===== src/rtl/axi_pkg.sv =====
// Shared AXI4 encodings and the write-back engine state type.
package axi_pkg;

   localparam logic [1:0] AXI_BURST_INCR = 2'b01;
   localparam logic [1:0] AXI_RESP_OKAY  = 2'b00;
   localparam logic [2:0] AXI_SIZE_8B    = 3'b011;

   typedef enum logic [1:0] {
      WB_IDLE,
      WB_ADDR,
      WB_DATA,
      WB_RESP
   } wb_state_t;

endpackage


===== src/rtl/axi_line_writer.sv =====
// Data-cache write-back engine: one dirty line out as a single AXI4 INCR write burst.
module axi_line_writer
   import axi_pkg::*;
#(
   parameter int unsigned ADDR_W = 64,
   parameter int unsigned DATA_W = 64,
   parameter int unsigned BEATS  = 8
) (
   input  logic                     clk,
   input  logic                     reset,
   input  logic                     wb_req_valid,
   output logic                     wb_req_ready,
   input  logic [ADDR_W-1:0]        wb_addr,
   input  logic [BEATS*DATA_W-1:0]  wb_line,
   output logic                     wb_done,
   output logic                     wb_error,
   output logic                     m_axi_awvalid,
   input  logic                     m_axi_awready,
   output logic [ADDR_W-1:0]        m_axi_awaddr,
   output logic [7:0]               m_axi_awlen,
   output logic [2:0]               m_axi_awsize,
   output logic [1:0]               m_axi_awburst,
   output logic                     m_axi_wvalid,
   input  logic                     m_axi_wready,
   output logic [DATA_W-1:0]        m_axi_wdata,
   output logic [DATA_W/8-1:0]      m_axi_wstrb,
   output logic                     m_axi_wlast,
   input  logic                     m_axi_bvalid,
   output logic                     m_axi_bready,
   input  logic [1:0]               m_axi_bresp
);

   localparam int unsigned CNT_W  = $clog2(BEATS);
   localparam int unsigned OFF_W  = $clog2((BEATS * DATA_W) / 8);
   localparam int unsigned STRB_W = DATA_W / 8;

   wb_state_t                       state_q;
   logic [CNT_W-1:0]                cnt_q;
   logic [CNT_W-1:0]                cnt_d;
   logic [BEATS-1:0][DATA_W-1:0]    line_q;
   logic                            req_ready_q;
   logic                            done_q;
   logic                            error_q;
   logic                            awvalid_q;
   logic [ADDR_W-1:0]               awaddr_q;
   logic                            wvalid_q;
   logic [DATA_W-1:0]               wdata_q;
   logic [STRB_W-1:0]               wstrb_q;
   logic                            wlast_q;
   logic                            bready_q;
   logic                            addr_offset_unused;

   // Line-offset address bits are forced to zero in the burst address.
   assign addr_offset_unused = ^wb_addr[OFF_W-1:0];

   // Index of the beat that follows the one currently on the W channel.
   assign cnt_d = cnt_q + CNT_W'(1);

   // Write-back FSM: capture line, AW, W beats, B response, done pulse.
   always_ff @(posedge clk) begin
      if (reset) begin
         state_q     <= WB_IDLE;
         cnt_q       <= '0;
         line_q      <= '0;
         req_ready_q <= 1'b1;
         done_q      <= 1'b0;
         error_q     <= 1'b0;
         awvalid_q   <= 1'b0;
         awaddr_q    <= '0;
         wvalid_q    <= 1'b0;
         wdata_q     <= '0;
         wstrb_q     <= '0;
         wlast_q     <= 1'b0;
         bready_q    <= 1'b0;
      end else begin
         done_q  <= 1'b0;
         error_q <= 1'b0;
         case (state_q)
            WB_IDLE: begin
               // Ready comes back one cycle after the done pulse.
               req_ready_q <= 1'b1;
               if (req_ready_q && wb_req_valid) begin
                  req_ready_q <= 1'b0;
                  awaddr_q    <= {wb_addr[ADDR_W-1:OFF_W], OFF_W'(0)};
                  line_q      <= wb_line;
                  awvalid_q   <= 1'b1;
                  state_q     <= WB_ADDR;
               end
            end
            WB_ADDR: begin
               if (m_axi_awready) begin
                  awvalid_q <= 1'b0;
                  wvalid_q  <= 1'b1;
                  wstrb_q   <= '1;
                  wdata_q   <= line_q[0];
                  wlast_q   <= (BEATS == 1);
                  cnt_q     <= '0;
                  state_q   <= WB_DATA;
               end
            end
            WB_DATA: begin
               if (m_axi_wready) begin
                  if (wlast_q) begin
                     wvalid_q <= 1'b0;
                     wstrb_q  <= '0;
                     wlast_q  <= 1'b0;
                     cnt_q    <= '0;
                     bready_q <= 1'b1;
                     state_q  <= WB_RESP;
                  end else begin
                     cnt_q   <= cnt_d;
                     wdata_q <= line_q[cnt_d];
                     wlast_q <= (cnt_d == CNT_W'(BEATS - 1));
                  end
               end
            end
            WB_RESP: begin
               if (m_axi_bvalid) begin
                  bready_q <= 1'b0;
                  done_q   <= 1'b1;
                  error_q  <= (m_axi_bresp != AXI_RESP_OKAY);
                  state_q  <= WB_IDLE;
               end
            end
            default: begin
               state_q <= WB_IDLE;
            end
         endcase
      end
   end

   assign wb_req_ready  = req_ready_q;
   assign wb_done       = done_q;
   assign wb_error      = error_q;
   assign m_axi_awvalid = awvalid_q;
   assign m_axi_awaddr  = awaddr_q;
   assign m_axi_awlen   = 8'(BEATS - 1);
   assign m_axi_awsize  = AXI_SIZE_8B;
   assign m_axi_awburst = AXI_BURST_INCR;
   assign m_axi_wvalid  = wvalid_q;
   assign m_axi_wdata   = wdata_q;
   assign m_axi_wstrb   = wstrb_q;
   assign m_axi_wlast   = wlast_q;
   assign m_axi_bready  = bready_q;

endmodule


===== config.mk =====
export PLATFORM = sky130hd
export DESIGN_NAME = axi_line_writer
export DESIGN_NICKNAME = d
export VERILOG_FILES = /design/src/rtl/axi_pkg.sv /design/src/rtl/axi_line_writer.sv
export SDC_FILE = /design/constraint.sdc
export NUM_CORES = 1
export LEC_CHECK = 0
export ABC_AREA = 1
export CAP_MARGIN = 20
export CORE_AREA = 2 2 288 290
export CTS_CLUSTER_SIZE = 25
export DETAILED_ROUTE_END_ITERATION = 10
export DIE_AREA = 0 0 290 292
export PLACE_DENSITY = 0.68
export SETUP_SLACK_MARGIN = 0.05
export SLEW_MARGIN = 0
export SYNTH_ARGS = -nofsm -noshare
export SYNTH_HDL_FRONTEND = slang
export SYNTH_SLANG_ARGS = --single-unit

===== constraint.sdc =====
create_clock -name clk -period 3.69 [get_ports clk]
set_input_delay 0.9225 -clock clk [delete_from_list [all_inputs] [get_ports clk]]
set_output_delay 0.9225 -clock clk [all_outputs]
set_load 0.02 [all_outputs]

# Word level (Yosys, flattened, before mapping)
# Cells that the tools add are included.
# classes
n_eq_ne	10
n_reduce_logical	15
magnitude_cmp	1
n_bitwise	2
mux	36
add_sub_neg	1
# ops
cell	n
64-bit 2-to-1 mux	4
64-bit binary-select mux with 3-bit select	1
64-bit case mux with 2 select lines	1
8-bit 2-to-1 mux	3
8-bit case mux with 2 select lines	1
1-bit 2-to-1 mux	12
2-bit inequality test, second input constant	6
4-bit AND reduction	3
2-bit 2-to-1 mux	5
3-bit 2-to-1 mux	3
1-bit case mux with 2 select lines	4
2-bit case mux with 4 select lines	1
2-bit nonzero test	4
3-bit case mux with 2 select lines	1
3-bit AND reduction	2
5-bit AND reduction	1
2-bit == test, second input constant	2
3-bit by 4-bit < comparator with 1-bit output, second input constant	1
3-bit by 1-bit adder with 3-bit output, second input constant	1
3-bit == test, second input constant	1
3-bit OR reduction	1
2-bit by 1-bit == test with 1-bit output, second input constant	1
2-bit zero test	1
1-bit inverter	2
other kinds (3)	3
# totals
regBits	654
in_bits	584
word_cells	85

# Longest topological paths before layout
# Gate-level depths: netlist (run 1).
# depth
ltp_word	6
depth_mapped	12
mapped_depth_nobuf	9

# Worst setup path after synthesis (run 1)
# Ideal clock, no wire load.
# synth_timing
path_type	flip-flop to flip-flop
startpoint	register cnt_q[0]
endpoint	register wdata_q[54] (netlist: m_axi_wdata[54])
path_buffers	5
setup_slack_ns	1.567
path_stages_with_launch	13
setup_ns	0.070
t_arrival_ns	2.054
path_cell_list	dfxtp_1 > buf_2 > inv_2 > clkbuf_1 > buf_2 > ha_1 > inv_1 > buf_2 > clkbuf_1 > nand3_1 > nand3_1 > nand3_1 > a21oi_1
# synth_between
elab_chain_cells	6
# synth_rtl
item	line	source
start: declaration	axi_line_writer.sv:38	logic [CNT_W-1:0] cnt_q;
start signal: assignment	axi_line_writer.sv:111	cnt_q <= cnt_d;
3-bit by 1-bit adder with 3-bit output	axi_line_writer.sv:57	assign cnt_d = cnt_q + CNT_W'(1);
64-bit binary-select mux with 3-bit select	axi_line_writer.sv:112	wdata_q <= line_q[cnt_d];
64-bit 2-to-1 mux (implied by the code)	axi_line_writer.sv:112	
64-bit 2-to-1 mux	axi_line_writer.sv:103	if (wlast_q) begin
64-bit 2-to-1 mux	axi_line_writer.sv:102	if (m_axi_wready) begin
64-bit case mux with 2 select lines	axi_line_writer.sv:78	case (state_q)
end signal: assignment	axi_line_writer.sv:95	wdata_q <= line_q[0];
end signal: assignment	axi_line_writer.sv:112	
end: declaration	axi_line_writer.sv:47	logic [DATA_W-1:0] wdata_q;
# No other way between the ends. The select of a mux whose other input is x is not followed.
# A chain may end at the register's enable or synchronous reset.

==> results of run 1 <==
==> layout by cell type (no fill, tap or decap) <==
cell / n
nand2_1: 776
clkdlybuf4s50_1: 713
dfxtp_1: 645
a21oi_1: 641
inv_1: 592
o21ai_0: 517
nand3_1: 450
nor2_1: 136
clkbuf_16: 75
buf_4: 38
diode_2: 36
clkbuf_8: 22
buf_12: 21
conb_1: 19
clkbuf_1: 14
bufinv_16: 8
clkinv_2: 7
ha_1: 4
inv_6: 3
clkinvlp_4: 3
inv_8: 2
ha_4: 2
inv_16: 2
clkinv_16: 2
nand3_4: 1
o21ai_1: 1
nand2_2: 1
o211ai_1: 1
xnor2_4: 1
xor2_4: 1
nand2_4: 1
nand4_1: 1
or2_2: 1
o21a_1: 1
dfxtp_4: 1
buf_2: 1
==> area by class of cell <==
type                    instances  area [sq um]  area share, %
flip-flops and latches        646         12900           33.3
well taps                    1070          1340           3.44
inverters                     595          2250           5.80
repair buffers                773          7850           20.2
multi-input cells            2555         11800           30.3
clock inverters                24           415           1.07
clock buffers                 111          2230           5.74
diodes                         36          90.1          0.232
==> how the worst max path moves through the flow <==
| stage | slack, ps | end | cells past startpoint |
|---|---|---|---|
| after global routing | 840 | m_axi_wstrb[3] | 1 |
| after detailed placement | 740 | m_axi_wdata[33] | 10 |
| final | 950 | m_axi_wvalid | 1 |
| after global placement | 790 | m_axi_wdata[33] | 10 |
| after CTS | 870 | m_axi_wstrb[3] | 1 |
| after floorplan | 1570 | m_axi_wdata[54] | 12 |
==> sequential cells by signal, indices dropped and copies added (netlist names), 2 cells and up <==
| name | flops |
|---|---|
| cnt_q | 3 |
| line_q | 512 |
| m_axi_awaddr | 58 |
| m_axi_wdata | 64 |
| state_q | 2 |
==> power breakdown <==
part | switching [uW] | internal, uW | total, uW
Sequential | 656 | 9240 | 9890
Clock | 3140 | 4780 | 7920
Combinational | 6480 | 3720 | 10200
==> worst min-delay path: stages, from the launching register on <==
cell     delay (ps)
dfxtp_1         300
inv_1            60
a21oi_1          50
==> logic make-up after synthesis <==
logic type	after synthesis	share of synthesized area [%]
xor+xnor	2	0.0884
flops	646	45.7
other cells	2	0.0265
simple gates	1367	20.1
fa+ha+maj	6	0.265
compound gates	1161	20.5
buf+inv	946	13.3
==> stage by stage <==
stage	worst slack, ps	utilization, %	instances	cell area (sq um)
floorplan	1570	-	4147	28400
global placement	790	44.3	5639	36100
detailed placement	740	44.3	5639	36100
CTS	874	47.5	5774	38800
global route	839	47.6	5808	38900
finish	945	47.7	5810	38900
==> per-layer routing <==
layer  wire length [um]  up-vias  GRT usage [%]
li1                   -    14220              -
met4               3300       34           10.6
met3               7540      192           4.73
met1              47900    12797           33.3
met2              45800      978           34.6
met5                231        -              0
==> flow_metrics.py, run 1 <==
metrics = {
    "timing": {
        "finalHoldViolations": 0,
        "skew_ps": 25.1,
        "min_period_over_period_pct": 74.4,
        "setup_viol": 0,
        "period_needed_ps": 2740,
        "max_slew.worst_pin.slew_ps": 1240,
        "slew_violations": 0,
        "rsz0062_at_grt": "no",
        "finalSetupTns_ps": 0,
        "max_slew_margin_pct": 17.5,
        "hold_slack_ps": 447,
        "timing.fmax_mhz": 364,
    },
    "synth": {
        "async_reset_ff_share_pct": 0,
        "synth_largest_area_cell": "dfxtp_1",
        "synth_top_area_share_pct": 45.7,
        "synth-seq-cells": 646,
        "synthTopCellsByArea": "dfxtp_1 (46%), a21oi_1 (11%), nand2_1 (10%), o21ai_0 (9.1%), nand3_1 (8.0%)",
        "synthTopCellsByCount": "nand2_1 (777), dfxtp_1 (646), a21oi_1 (641)",
        "syn_avg_cell_area_sq_um": 6.86,
        "yosys_most_used_dff": "dfxtp_1",
        "yosysWarningCount": 0,
        "synthCells": 4130,
        "yosysSeqAreaShare_pct": 45.7,
        "synth_edf_count": 0,
        "synth_cell_type_count": 22,
        "post-synth-top-count-cell": "nand2_1",
        "netlist_area_sq_mm": 0.0283,
    },
    "drt": {
        "postRouteWirelength_um": 105000,
        "drt_iter0_drc": 2359,
        "num_vias": 28221,
        "route.detailed.drc": 0,
        "wl_per_cell_um": 18.0,
        "ant_nets": 0,
        "dr.pass1.iters": 8,
        "viasPerCell": 4.86,
    },
    "worst_setup_path": {
        "rr_worst_depth": 6,
        "r2r_start": "cnt_q[1]",
        "startpoint_type": "flip-flop",
        "r2r_slack_ps": 1120,
        "startpoint": "m_axi_wstrb[6]",
        "crit_buf_inv": 1,
        "critPathRequiredTime_ps": 2770,
        "cp_slowest_stage_delay_ps": 680,
        "cp_slowest_cell": "clkdlybuf4s50_1",
        "cp.arrival_ps": 1820,
        "crit_family": "buffers and inverters",
        "end_kind": "output pin",
        "r2r_end": "m_axi_wdata[43]",
        "path_cells": "clkdlybuf4s50_1",
        "cp_max_fo": 10,
        "worstSetupPathType": "reg -> out",
    },
    "die": {
        "die_w_um": 290,
        "coreArea_sq_mm": 0.0816,
        "rows": 105,
        "ioPinCount": 740,
        "die_h_um": 292,
        "start_util_pct": 34.7,
        "fp.dieArea_sq_mm": 0.0847,
    },
    "cts": {
        "clockRootBuffer": "clkbuf_16",
        "clock_latency_ps": 620,
        "cts_max_level": 3,
        "clock-sinks": 646,
        "cts_tree": "done",
        "post-cts-setup-buffers": 0,
        "clk_pin_slew_worst_paths_ps": 60,
        "clock_path_buffers": 3,
        "cts_resized": 0,
        "numCtsBuffers": 74,
        "cts_hold_buf": 0,
    },
    "min_path": {
        "min-delay-path-class": "reg -> reg",
        "holdPathStages": 2,
        "min_to": "line_q[222]",
        "hold_start": "line_q[222]",
    },
    "power": {
        "p_per_area_mw_per_mm2": 720,
        "vdd_drop_max_uv": 477,
        "total_power_uw": 28000,
        "p_leak_uw": 0.0160,
    },
    "final_layout": {
        "area_growth_pct": 37.3,
        "final_net_count": 5235,
        "drive_gt1_share_pct": 4.10,
        "fill_cells": 8059,
    },
    "placement": {
        "place_congestion": 0.888,
        "port_buffers": 714,
        "dp_hpwl_um": 72900,
    },
    "grt": {
        "first_global_vias": 25608,
        "grt_pass1_wl_um": 154000,
        "grt_max_degree": 173,
        "grt_antenna_before_repair": 53,
        "grtUsageTotal_pct": 23.6,
        "overflow": 0,
    },
    "run": {
        "cap_violations": 0,
    },
    "status": {
        "status": "finished, final reports clean",
    },
}
(Power assumes the default switching activity.)
==> run 2: changes to the inputs <==
- PLACE_DENSITY: 0.68 -> 0.71
- clock period: 3.69 -> 2.3 ns (I/O delays scaled with it)
==> run 2 against run 1 <==
  * Cell area increased by 1.8%
  * Routed wire length increased by 0.93%
  * Clock skew grew 2.3 ps
  * Hold slack lost 4.1 ps
==> flow_metrics.py, run 2 (same netlist as run 1, synthesis figures left out) <==
metrics = {
    "cts": {
        "clock-sinks": 646,
        "cts_max_level": 3,
        "clock_path_buffers": 3,
        "clk_pin_slew_worst_paths_ps": 60,
        "numCtsBuffers": 76,
        "cts_tree": "done",
        "clockRootBuffer": "clkbuf_16",
        "clock_latency_ps": 620,
        "post-cts-setup-buffers": 0,
    },
    "worst_setup_path": {
        "critPathRequiredTime_ps": 2790,
        "r2r_slack_ps": 40,
        "cp_slowest_cell": "dfxtp_4",
        "cpMostUsedCell": "nand3_1",
        "crit_buf_inv": 1,
        "cp.arrival_ps": 2750,
        "cp_slowest_stage_delay_ps": 430,
        "cp_max_fo": 149,
        "startpoint_type": "flip-flop",
        "end_kind": "flip-flop",
        "worstSetupPathType": "reg -> reg",
        "crit_family": "simple AND/OR/NAND/NOR gates",
        "path_cells": "buf_16 > nand2_1 > nand3_1 > nand3_1 > nand3_1 > a21oi_1",
    },
    "drt": {
        "viasPerCell": 4.90,
        "drt_iter0_drc": 2095,
        "postRouteWirelength_um": 106000,
        "wl_met1_um": 46500,
        "route.detailed.drc": 0,
        "maxUsedRoutingLayer": "met5",
        "wl_met2_um": 46100,
        "ant_nets": 0,
        "num_vias": 28793,
        "wl_per_cell_um": 18.0,
        "dr.pass1.iters": 6,
        "wl_met3_um": 9030,
    },
    "grt": {
        "first_global_vias": 26601,
        "grt_pass1_wl_um": 157000,
        "grt_antenna_before_repair": 47,
        "grt_max_degree": 150,
        "overflow": 0,
        "grtUsageTotal_pct": 23.9,
    },
    "die": {
        "die_h_um": 292,
        "ioPinCount": 740,
        "die_w_um": 290,
        "rows": 105,
        "fp.dieArea_sq_mm": 0.0847,
        "coreArea_sq_mm": 0.0816,
        "start_util_pct": 34.7,
    },
    "placement": {
        "dpl_worst_slack_ps": 26.0,
        "dp_hpwl_um": 76000,
        "port_buffers": 714,
        "place_congestion": 0.904,
        "dp_cells": 5708,
    },
    "timing": {
        "skew_ps": 27.3,
        "timing.fmax_mhz": 443,
        "setup_viol": 0,
        "period_needed_ps": 2260,
        "min_period_over_period_pct": 98.2,
        "max_slew.worst_pin.slew_ps": 1080,
        "rsz0062_at_grt": "no",
        "max_slew_margin_pct": 27.7,
        "setup_slack_ps": 41.5,
        "hold_slack_ps": 443,
        "finalSetupTns_ps": 0,
        "slew_violations": 0,
        "finalHoldViolations": 0,
    },
    "final_layout": {
        "area_growth_pct": 39.8,
        "final_net_count": 5306,
        "fill_cells": 8000,
        "final_common_cell": "nand2_1",
        "largest_reg_flops": 512,
        "final_cells": 5879,
        "fin_util_pct": 48.5,
        "mostFrequentLayoutCells": "nand2_1 (776), clkdlybuf4s50_1 (685), dfxtp_1 (644)",
        "largest-register": "line_q",
        "drive_gt1_share_pct": 5.57,
    },
    "power": {
        "seq_power_share_pct": 35.2,
        "p_leak_uw": 0.0165,
        "p_switching_uw": 16700,
        "swShare_pct": 36.9,
        "p_comb_share_pct": 37.6,
        "p_per_area_mw_per_mm2": 1140,
        "p_int_uw": 28500,
        "power_frac_clock_pct": 27.2,
        "vdd_drop_max_uv": 784,
    },
    "run": {
        "cap_violations": 0,
    },
    "status": {
        "status": "finished, final reports clean",
    },
    "min_path": {
        "min-delay-path-class": "in -> reg",
    },
}
## run 2: cell count changes in the layout (fill, tap and decap cells not counted), moves of 3 or more
cell             before  now
buf_12               21   42
buf_4                38   85
bufinv_16             8    4
clkbuf_16            75   79
clkbuf_8             22   12
clkdlybuf4s50_1     713  685
clkinv_2              7   14
clkinv_8              0    3
clkinvlp_4            3    6
diode_2              36   33
dlygate4sd2_1         0   26
## run 2: layout make-up
type	count	area, sq um	share of cell area [%]
antenna	33	82.6	0.209
multi-input combinational	2555	11800	29.8
tap	1070	1340	3.38
clock buffer	107	2200	5.56
inverter	595	2250	5.69
clock inverter	31	364	0.920
timing repair buffer	842	8620	21.8
sequential	646	12900	32.7
## run 2: layer usage
metal	vias up	GRT usage (%)
li1	14360	-
met1	13143	32.2
met2	1047	36.2
met3	223	5.91
met4	20	10.7
met5	-	0
## run 2: worst paths after layout
check | startpoint | end | cells after the start
max | cnt_q[0] | m_axi_wdata[9] | 6
min | reset | line_q[310] | 4
max reg2reg | cnt_q[0] | m_axi_wdata[9] | 6
min reg2reg | line_q[268] | line_q[268] | 2
## run 2: power groups by stage
stage | logic, uW | registers, uW | clock network [uW]
final | 17000 | 15900 | 12300
after global routing | 19100 | 16200 | 13000
after CTS | 17000 | 15900 | 12500
after detailed placement | 17000 | 16100 | 0
after global placement | 16600 | 16000 | 0
after floorplan | 10400 | 16500 | 0
## run 2: worst reg2reg max path: stages, from the launching register on
cell and delay (ps):
dfxtp_4 430, buf_16 320, nand2_1 580, nand3_1 250
nand3_1 320, nand3_1 180, a21oi_1 70
## run 2: per-stage QoR
| stage | power (uW) | area (sq um) |
|---|---|---|
| after floorplan | 26900 | 28400 |
| after global placement | 32600 | 36900 |
| after detailed placement | 33100 | 36900 |
| after CTS | 45400 | 39500 |
| after global routing | 48300 | 39600 |
| final | 45200 | 39600 |
## run 2: what timing repair did
item	in CTS	in global routing
gates resized for setup	27	5
endpoints found under the hold margin	0	0
endpoints found under the setup margin	26	5
hold buffers	0	0
pin swaps	0	0
